<file path="src/rtl/intc.sv">
// intc: single-level interrupt controller.
//
// Latches per-source requests into PENDING, masks them with ENABLE and picks
// the lowest enabled pending index. The winner is presented to the CPU as a
// registered request plus ID (index + 1). Software takes the winner with a
// CLAIM read and releases it with a COMPLETE write of the same ID.
//
// Optional feature macro: INTC_EDGE_EN. When defined, sources are edge
// sensitive (one pending event per rising edge). When undefined, sources are
// level sensitive (pending re-set on every cycle the source is high).
//
// Ports:
//   clk_i      sole clock
//   rst_i      synchronous active-high reset
//   req_i      bus access valid this cycle
//   we_i       1 = write, 0 = read
//   addr_i     register byte address (only [7:0] decoded)
//   wdata_i    write data
//   rdata_o    combinational read data
//   irq_src_i  raw source requests, bit i = source i
//   irq_o      registered interrupt request
//   irq_id_o   registered ID of request / in-service source, 0 = none
//
// Register map: 0x00 PENDING (W1C), 0x04 ENABLE, 0x08 CLAIM,
//               0x0C COMPLETE (write-only), 0x10 RAW.
module intc #(
  parameter int unsigned DATA_WIDTH = 32,
  parameter int unsigned ADDR_WIDTH = 32,
  parameter int unsigned NUM_SRC    = 8
) (
  input  logic                  clk_i,
  input  logic                  rst_i,
  input  logic                  req_i,
  input  logic                  we_i,
  input  logic [ADDR_WIDTH-1:0] addr_i,
  input  logic [DATA_WIDTH-1:0] wdata_i,
  output logic [DATA_WIDTH-1:0] rdata_o,
  input  logic [NUM_SRC-1:0]    irq_src_i,
  output logic                  irq_o,
  output logic [4:0]            irq_id_o
);

  localparam logic [7:0] AddrPending  = 8'h00;
  localparam logic [7:0] AddrEnable   = 8'h04;
  localparam logic [7:0] AddrClaim    = 8'h08;
  localparam logic [7:0] AddrComplete = 8'h0C;
  localparam logic [7:0] AddrRaw      = 8'h10;

  typedef enum logic [0:0] {StIdle, StService} state_e;

  state_e             state_q, state_d;
  logic [NUM_SRC-1:0] pending_q, pending_d;
  logic [NUM_SRC-1:0] enable_q, enable_d;
  logic [4:0]         svc_id_q, svc_id_d;
  logic               irq_q, irq_d;
  logic [4:0]         irq_id_q, irq_id_d;

  logic [NUM_SRC-1:0] set_vec;
  logic [NUM_SRC-1:0] active;
  logic [NUM_SRC-1:0] best_oh;
  logic [NUM_SRC-1:0] claim_oh;
  logic [NUM_SRC-1:0] w1c;
  logic [4:0]         best_id;
  logic [7:0]         bus_addr;
  logic               rd_en, wr_en, claim_rd, complete_wr;

  // Upper address bits are stripped by the bus decoder; upper data bits unused.
  logic unused_bits;
  assign unused_bits = ^{addr_i, wdata_i};

  assign bus_addr    = addr_i[7:0];
  assign rd_en       = req_i & ~we_i;
  assign wr_en       = req_i & we_i;
  assign claim_rd    = rd_en & (bus_addr == AddrClaim);
  assign complete_wr = wr_en & (bus_addr == AddrComplete);

`ifdef INTC_EDGE_EN
  logic [NUM_SRC-1:0] prev_q;

  always_ff @(posedge clk_i) begin
    if (rst_i) prev_q <= '0;
    else       prev_q <= irq_src_i;
  end

  assign set_vec = irq_src_i & ~prev_q;
`else
  assign set_vec = irq_src_i;
`endif

  assign active = pending_q & enable_q;

  // Fixed priority: scan downwards so the lowest active index is written last.
  always_comb begin
    best_id = '0;
    best_oh = '0;
    for (int i = NUM_SRC - 1; i >= 0; i--) begin
      if (active[i]) begin
        best_id    = 5'(i + 1);
        best_oh    = '0;
        best_oh[i] = 1'b1;
      end
    end
  end

  always_comb begin
    state_d  = state_q;
    svc_id_d = svc_id_q;
    irq_d    = 1'b0;
    irq_id_d = '0;
    claim_oh = '0;
    unique case (state_q)
      StIdle: begin
        irq_d    = (best_id != 5'd0);
        irq_id_d = best_id;
        if (claim_rd && (best_id != 5'd0)) begin
          claim_oh = best_oh;
          svc_id_d = best_id;
          state_d  = StService;
        end
      end
      StService: begin
        irq_id_d = svc_id_q;
        if (complete_wr && (wdata_i[4:0] == svc_id_q)) state_d = StIdle;
      end
      default: state_d = StIdle;
    endcase
  end

  // Set is applied last so a new request beats both W1C and claim-clear.
  assign w1c       = (wr_en && bus_addr == AddrPending) ? wdata_i[NUM_SRC-1:0] : '0;
  assign pending_d = (pending_q & ~w1c & ~claim_oh) | set_vec;
  assign enable_d  = (wr_en && bus_addr == AddrEnable) ? wdata_i[NUM_SRC-1:0] : enable_q;

  always_ff @(posedge clk_i) begin
    if (rst_i) begin
      state_q   <= StIdle;
      pending_q <= '0;
      enable_q  <= '0;
      svc_id_q  <= '0;
      irq_q     <= 1'b0;
      irq_id_q  <= '0;
    end else begin
      state_q   <= state_d;
      pending_q <= pending_d;
      enable_q  <= enable_d;
      svc_id_q  <= svc_id_d;
      irq_q     <= irq_d;
      irq_id_q  <= irq_id_d;
    end
  end

  always_comb begin
    rdata_o = '0;
    if (req_i) begin
      case (bus_addr)
        AddrPending: rdata_o[NUM_SRC-1:0] = pending_q;
        AddrEnable:  rdata_o[NUM_SRC-1:0] = enable_q;
        AddrClaim:   rdata_o[4:0] = (state_q == StIdle) ? best_id : svc_id_q;
        AddrRaw:     rdata_o[NUM_SRC-1:0] = irq_src_i;
        default:     rdata_o = '0;
      endcase
    end
  end

  assign irq_o    = irq_q;
  assign irq_id_o = irq_id_q;

endmodule

</file>
<file path="config.mk">
export PLATFORM = sky130hd
export DESIGN_NAME = intc
export DESIGN_NICKNAME = d
export VERILOG_FILES = /design/src/rtl/intc.sv
export SDC_FILE = /design/constraint.sdc
export NUM_CORES = 1
export LEC_CHECK = 0
export ABC_AREA = 1
export BUFFER_PORTS_ARGS = -buffer_cell sky130_fd_sc_hd__buf_2
export CORE_UTILIZATION = 30
export DETAILED_ROUTE_END_ITERATION = 10
export PLACE_DENSITY = 0.66
export SYNTH_ARGS = -nofsm -noshare
export SYNTH_HDL_FRONTEND = slang
export SYNTH_SLANG_ARGS = --single-unit
</file>
<file path="constraint.sdc">
create_clock -name clk_i -period 4.7 [get_ports clk_i]
set_input_delay 1.175 -clock clk_i [delete_from_list [all_inputs] [get_ports clk_i]]
set_output_delay 1.175 -clock clk_i [all_outputs]
set_load 0.02 [all_outputs]
</file>
==> impl_metrics.yaml, run 1 <==
clock_network:
  htree_levels: 1
  cts_hold_buf: 0
  cts_resized: 0
  numCtsBuffers: 3
  cts.sinks: 26
  clock_path_buffers: 2
  clock_latency_ns: 0.28
  cts_tree: "done"
  clk_pin_slew_ns: 0.10
  root_buffer: "clkbuf_8"
  post_cts.repair.setup_buffers: 0
timing:
  worst_slack_ns: 0.8662
  setup_violations: 0
  finalMaxSlewViolations: 0
  tns_ns: 0
  fmax_mhz: 260.8
  rsz0062_at_grt: "false"
  fin_crit_sh_pct: 81.57
  min_period_ns: 3.834
  clock_skew_ns: 0.002716
  finalHoldViolations: 0
setup_path:
  slowest_stage: "nor2_4"
  slowest_delay_ns: 0.33
  cp.required_ns: 3.52
  critical_path_arrival_ns: 2.66
  cp-end-kind: "output port"
  cp_max_fo: 16
  cp-start-kind: "input port"
  path_cells: "buf_2, nor2_2, nand2_2, inv_1, nand2_2, nor2_4, inv_1, nand3_1, nand2_1, nand2_1, o21a_1, buf_2"
  critical_path_class: "input port to output port"
power:
  total_power_uw: 445.7
  combinationalPowerShare_pct: 14.1
  peakVddDrop_v: 0.0001164
  net-switching-power_uw: 128.3
  seqPwrFrac_pct: 51.5
  pwr-share-clk_pct: 34.4
  p_leak_nw: 1.147
  switching_share_pct: 28.80
  cellPowerDensity_nw_per_um2: 206.7
  internal_power_uw: 317.3
run:
  maxCapViolations: 0
finish:
  insertedDiodeCount: 0
  drive_gt1_share_pct: 24.01
  final_nets: 406
  finalInstanceArea_um2: 2156
  syn2layout_area_growth_pct: 11.45
grt:
  grt_pass1_wl_um: 7928
  grt_pass1_vias: 1651
  overflow: 0
  antenna_found_initial: 0
  grtUsageTotal_pct: 15.47
  grt_max_degree: 19
synthesis:
  ys_seq_area_share_pct: 26.91
  syn_area_um2: 1934
  synth_edf_count: 0
  syn-instance-count: 290
  synth_seq_cells: 26
  ys_types: 34
  ys_async_sr_fraction_pct: 0
  synth_flop_cell: "dfxtp_1"
  synth_warnings: 0
  synth_area_per_cell_um2: 6.670
placed_design:
  pre_cts_slack_ns: 0.8630
  io_buffers: 40
  gp_congestion: 0.9645
  post-dp-hpwl_um: 3751
  placed_area_um2: 2101
detailed_routing:
  first_pass_iters: 4
  drt-initial-drc-count: 79
  viasPerCell: 4.606
  via_count: 1861
  drc_errors: 0
  wl_per_cell_um: 12.15
  routed_wl_um: 4909
  ant_nets: 0
run_status:
  status: "finished, final reports clean"
min_path:
  hp-class: "register to register"
die:
  fp.dieH_um: 82.30
  initial_core_util_pct: 31.92
  io_pins: 114
  coreArea_um2: 6061
  rows: 28
  die_w_um: 82.30
  die_area_um2: 6773
[placed cells by master (no fill, tap or decap), types with 2 or more instances in the layout]
cell      synthesis  routed
nand2_1          61      61
a21oi_1          14      14
nor2_1           30      30
nor2_4            5       5
xnor2_1           2       2
o211ai_1          4       4
xor2_1            2       2
dfxtp_1          26      26
conb_1            1      25
a21oi_2           4       4
inv_1            41      41
nand3_1          21      21
nand3_4           2       2
nand4_1           2       2
o21ai_0          10      10
nand2_2           8       8
inv_2             4       4
o22ai_1           2       2
buf_2             0      40
clkbuf_8          0       4
nor3_1            5       5
nand3_2           6       6
[power by group through the flow]
stage / clock network, mW / registers (mW) / logic [mW]
after floorplan: 0 / 0.234 / 0.0572
after global placement: 0 / 0.234 / 0.0617
after detailed placement: 0 / 0.234 / 0.0626
after CTS: 0.156 / 0.229 / 0.0628
after global routing: 0.165 / 0.231 / 0.0699
final: 0.153 / 0.229 / 0.0630
[state kept, by name (all words and copies together) (netlist names)]
name and cells:
enable_q 8, irq_id_o 4, irq_o 1, pending_q 8
state_q 1, svc_id_q 4
[kinds of logic (layout without fill, tap and decap cells)]
family | count (synthesis) | count (layout) | share of synthesized area, %
buffers and inverters | 74 | 89 | 19.99
other | 1 | 25 | 0.1939
DFF | 26 | 26 | 26.91
AOI/OAI and AO/OA | 40 | 40 | 12.81
and+or+nand+nor | 145 | 145 | 38.29
xor gates and xnor gates | 4 | 4 | 1.811
[per-stage QoR]
stage	hold WS, ns	instances	util, %
3_5_place_dp	0.4871	400	34.66
5_1_grt	0.5294	404	35.57
2_1_floorplan	0.4567	314	-
4_1_cts	0.5017	404	35.57
6_report	0.5016	404	35.57
3_3_place_gp	0.4789	400	34.66
[synth_stat cells (all sizes together) (3+ instances only)]
library cell   n  area [µm²]
a21oi         18       105.1
buf           27       210.2
dfxtp         26       520.5
inv           45       168.9
nand2         70       290.3
nand3         29       200.2
nand4          3       33.78
nor2          36       175.2
nor3           6       35.03
o211ai         4       30.03
o21ai         11       55.05
[path summary, 6_finish.rpt]
check / from / to / slack (ns) / cells after the start
max: addr_i[5] / rdata_o[1] / 0.87 / 12
min: enable_q[3] / enable_q[3] / 0.50 / 2
max reg2reg: state_q / pending_q[6] / 3.25 / 5
min reg2reg: enable_q[3] / enable_q[3] / 0.50 / 2
[worst max-delay path: cells and delay by family]
kind	cells	cell delay, ns
buffers and inverters	4	0.46
AOI/OAI and AO/OA	1	0.15
and+or+nand+nor	7	0.85
[final cells by class]
| cell class | instances | area (µm²) |
|---|---|---|
| fill | 678 | 3905 |
| timing repair buffer | 40 | 200.2 |
| sequential | 26 | 520.5 |
| inverter | 45 | 168.9 |
| clock buffer | 4 | 55.05 |
| multi-input combinational | 214 | 1117 |
| tap | 75 | 93.84 |
[layer usage]
| layer | vias up | track usage [%] | part of all wire [%] |
|---|---|---|---|
| li1 | 948 | - | - |
| met1 | 837 | 19.89 | 44 |
| met2 | 71 | 26.61 | 48 |
| met3 | 5 | 3.077 | 7.3 |
| met4 | 0 | 3.158 | 0.55 |
| met5 | - | 0 | 0 |
Power figures use the tool's default switching activity.
==> run 2: changes to the inputs <==
--- a/config.mk
+++ b/config.mk
@@ -5,11 +5,11 @@
 export SDC_FILE = /design/constraint.sdc
 export NUM_CORES = 1
 export LEC_CHECK = 0
-export ABC_AREA = 1
+export ABC_AREA = 0
 export BUFFER_PORTS_ARGS = -buffer_cell sky130_fd_sc_hd__buf_2
 export CORE_UTILIZATION = 30
 export DETAILED_ROUTE_END_ITERATION = 10
-export PLACE_DENSITY = 0.66
+export PLACE_DENSITY = 0.69
 export SYNTH_ARGS = -nofsm -noshare
 export SYNTH_HDL_FRONTEND = slang
 export SYNTH_SLANG_ARGS = --single-unit
==> constraint.sdc (replaced) <==
create_clock -name clk_i -period 3.2 [get_ports clk_i]
set_input_delay 0.8 -clock clk_i [delete_from_list [all_inputs] [get_ports clk_i]]
set_output_delay 0.8 -clock clk_i [all_outputs]
set_load 0.02 [all_outputs]
==> run 2 against run 1 <==
- clock skew increased by 0.0023 ns
- clock power up 80%
- area after synthesis decreased by 8.6%
- core utilization increased by 0.55 points
- largest power group unchanged
==> impl_metrics.yaml, run 2 <==
detailed_routing:
  drc_errors: 0
  drt-initial-drc-count: 128
  ant_nets: 0
  routed_wl_um: 4601
  wl_per_cell_um: 13.78
  viasPerCell: 5.036
  via_count: 1682
  first_pass_iters: 4
grt:
  grt_pass1_wl_um: 7376
  grt_max_degree: 27
  antenna_found_initial: 0
  overflow: 0
  top_usage_layer: "met2"
  grt_use_met2_pct: 24.09
  grtUsageTotal_pct: 14.96
  grt_use_met1_pct: 20.52
  use_met3_pct: 2.644
  grt_pass1_vias: 1506
min_path:
  hold_depth: 2
  hp-class: "register to register"
clock_network:
  post_cts.repair.setup_buffers: 0
  htree_levels: 1
  clock_latency_ns: 0.28
  cts.sinks: 26
  clk_pin_slew_ns: 0.09
  clock_path_buffers: 2
  numCtsBuffers: 3
  root_buffer: "clkbuf_8"
  cts_tree: "done"
timing:
  clock_skew_ns: 0.004983
  slew_headroom_pct: 63.63
  fin_crit_sh_pct: 95.97
  finalMaxSlewViolations: 0
  finalHoldViolations: 0
  hold_slack_ns: 0.5050
  min_period_ns: 3.071
  setup_violations: 0
  fmax_mhz: 325.6
  rsz0062_at_grt: "false"
  worst_slew_pin_slew_ns: 0.5422
  tns_ns: 0
synthesis:
  ys_async_sr_fraction_pct: 0
  netlist.area_leader.share_pct: 29.44
  ys_seq_area_share_pct: 29.44
  syn-instance-count: 224
  yosys.area.top_type: "dfxtp_1"
  yosysMostFrequentCell: "nor2_1"
  synth_common_cells: "nor2_1 (30), nand2_1 (29), buf_4 (26), dfxtp_1 (26), mux2i_1 (13)"
  synth_edf_count: 0
  syn_area_um2: 1768
  synth_area_per_cell_um2: 7.893
  synth_warnings: 0
  synth_seq_cells: 26
  synth_flop_cell: "dfxtp_1"
  ys_types: 44
  synthTopCellsByArea: "dfxtp_1 (29%), buf_4 (11%), mux2i_1 (7.4%), nor2_1 (6.4%), nand2_1 (6.2%)"
setup_path:
  slowest_delay_ns: 0.57
  critical_path_class: "input port to output port"
  cp-start-kind: "input port"
  cp_max_fo: 4
  slowest_stage: "or4_4"
  cp-end-kind: "output port"
  critical_path_arrival_ns: 2.27
  cp.required_ns: 2.40
  worst-r2r-cell-count: 5
  path_cells: "buf_2, or4_4, nor2_1, a22oi_1, nor2_1, buf_2"
finish:
  final_nets: 339
  final_common_cell: "buf_2"
  regArea_um2: 520.5
  multi_input_comb_area_um2: 1125
  syn2layout_area_growth_pct: 14.58
  insertedDiodeCount: 0
  fillers: 611
  drive_gt1_share_pct: 22.52
  layout_common_cells: "buf_2 (40), nor2_1 (30), nand2_1 (29)"
  layout.cells.non_filler: 334
  largest_registers: "enable_q: 8 flops, pending_q: 8 flops"
die:
  die_area_um2: 6204
  coreArea_um2: 5608
  rows: 27
  die_w_um: 78.77
  fp.dieH_um: 78.77
  io_pins: 114
  initial_core_util_pct: 31.53
placed_design:
  io_buffers: 40
  post-dp-hpwl_um: 3565
  dp_cells: 330
  gp_congestion: 0.8360
run_status:
  status: "finished, final reports clean"
power:
  cellPowerDensity_nw_per_um2: 351.6
  p_leak_nw: 0.7689
  peakVddDrop_v: 0.0001494
run:
  maxCapViolations: 0
-- run 2: changes by cell type in the layout (fill, tap and decap cells not counted), sizes merged, moves of 10 or more --
cell and delta:
nand3 -22, a22oi +10, inv -44, nand2 -40, mux2i +13, a21oi -13
-- run 2: critical path, delay by kind of cell --
kind / cells / cell delay [ns]
AND/OR/NAND/NOR: 3 / 1.01
buffers and inverters: 2 / 0.30
AO/OA/AOI/OAI: 1 / 0.15
-- run 2: final cells by class --
class | instances | share of cell area (%)
Multi-Input combinational cell | 189 | 55.53
Sequential cell | 26 | 25.69
Timing Repair Buffer | 42 | 10.62
Tap cell | 72 | 4.447
Clock buffer | 3 | 2.038
Clock inverter | 1 | 1.482
Inverter | 1 | 0.1853
-- run 2: cells by family after synthesis --
| family | share of synthesized area, % |
|---|---|
| muxes | 9.908 |
| AOI/OAI and AO/OA | 16.56 |
| other | 0.2121 |
| xor gates and xnor gates | 1.981 |
| DFF | 29.44 |
| and+or+nand+nor | 29.37 |
| buffers and inverters | 12.53 |
-- run 2: through the flow --
step / utilization (%) / power [mW] / area, µm² / setup slack, ns
3_3_place_gp: 34.69 / 0.4385 / 1946 / 0.1751
5_1_grt: 36.12 / 0.7381 / 2026 / 0.02254
4_1_cts: 35.97 / 0.7111 / 2017 / 0.1510
3_5_place_dp: 34.69 / 0.4404 / 1946 / 0.1690
2_1_floorplan: - / 0.4268 / 1858 / 0.3893
6_report: 36.12 / 0.7122 / 2026 / 0.1290
-- run 2: power breakdown --
group	internal, mW	switching (mW)
clock	0.168	0.109
sequential	0.331	0.00821
combinational	0.0311	0.0659
-- run 2: timing repair --
action	4_1_cts	5_1_grt
hold buffers	0	0
endpoints found under the setup margin	0	1
gates resized for setup	0	1
hold endpoints to repair	0	0
-- run 2: layer usage --
| metal | wire length [µm] | part of all wire, % | vias up |
|---|---|---|---|
| li1 | - | - | 829 |
| met1 | 2148 | 47 | 782 |
| met2 | 2128 | 46 | 62 |
| met3 | 265 | 5.8 | 9 |
| met4 | 59 | 1.3 | 0 |
| met5 | 0 | 0 | - |
-- run 2: path summary, 6_finish.rpt --
path	from	endpoint	slack, ns
max	addr_i[5]	rdata_o[4]	0.13
min	pending_q[7]	pending_q[7]	0.51
max reg2reg	state_q	pending_q[0]	1.32
min reg2reg	pending_q[7]	pending_q[7]	0.51
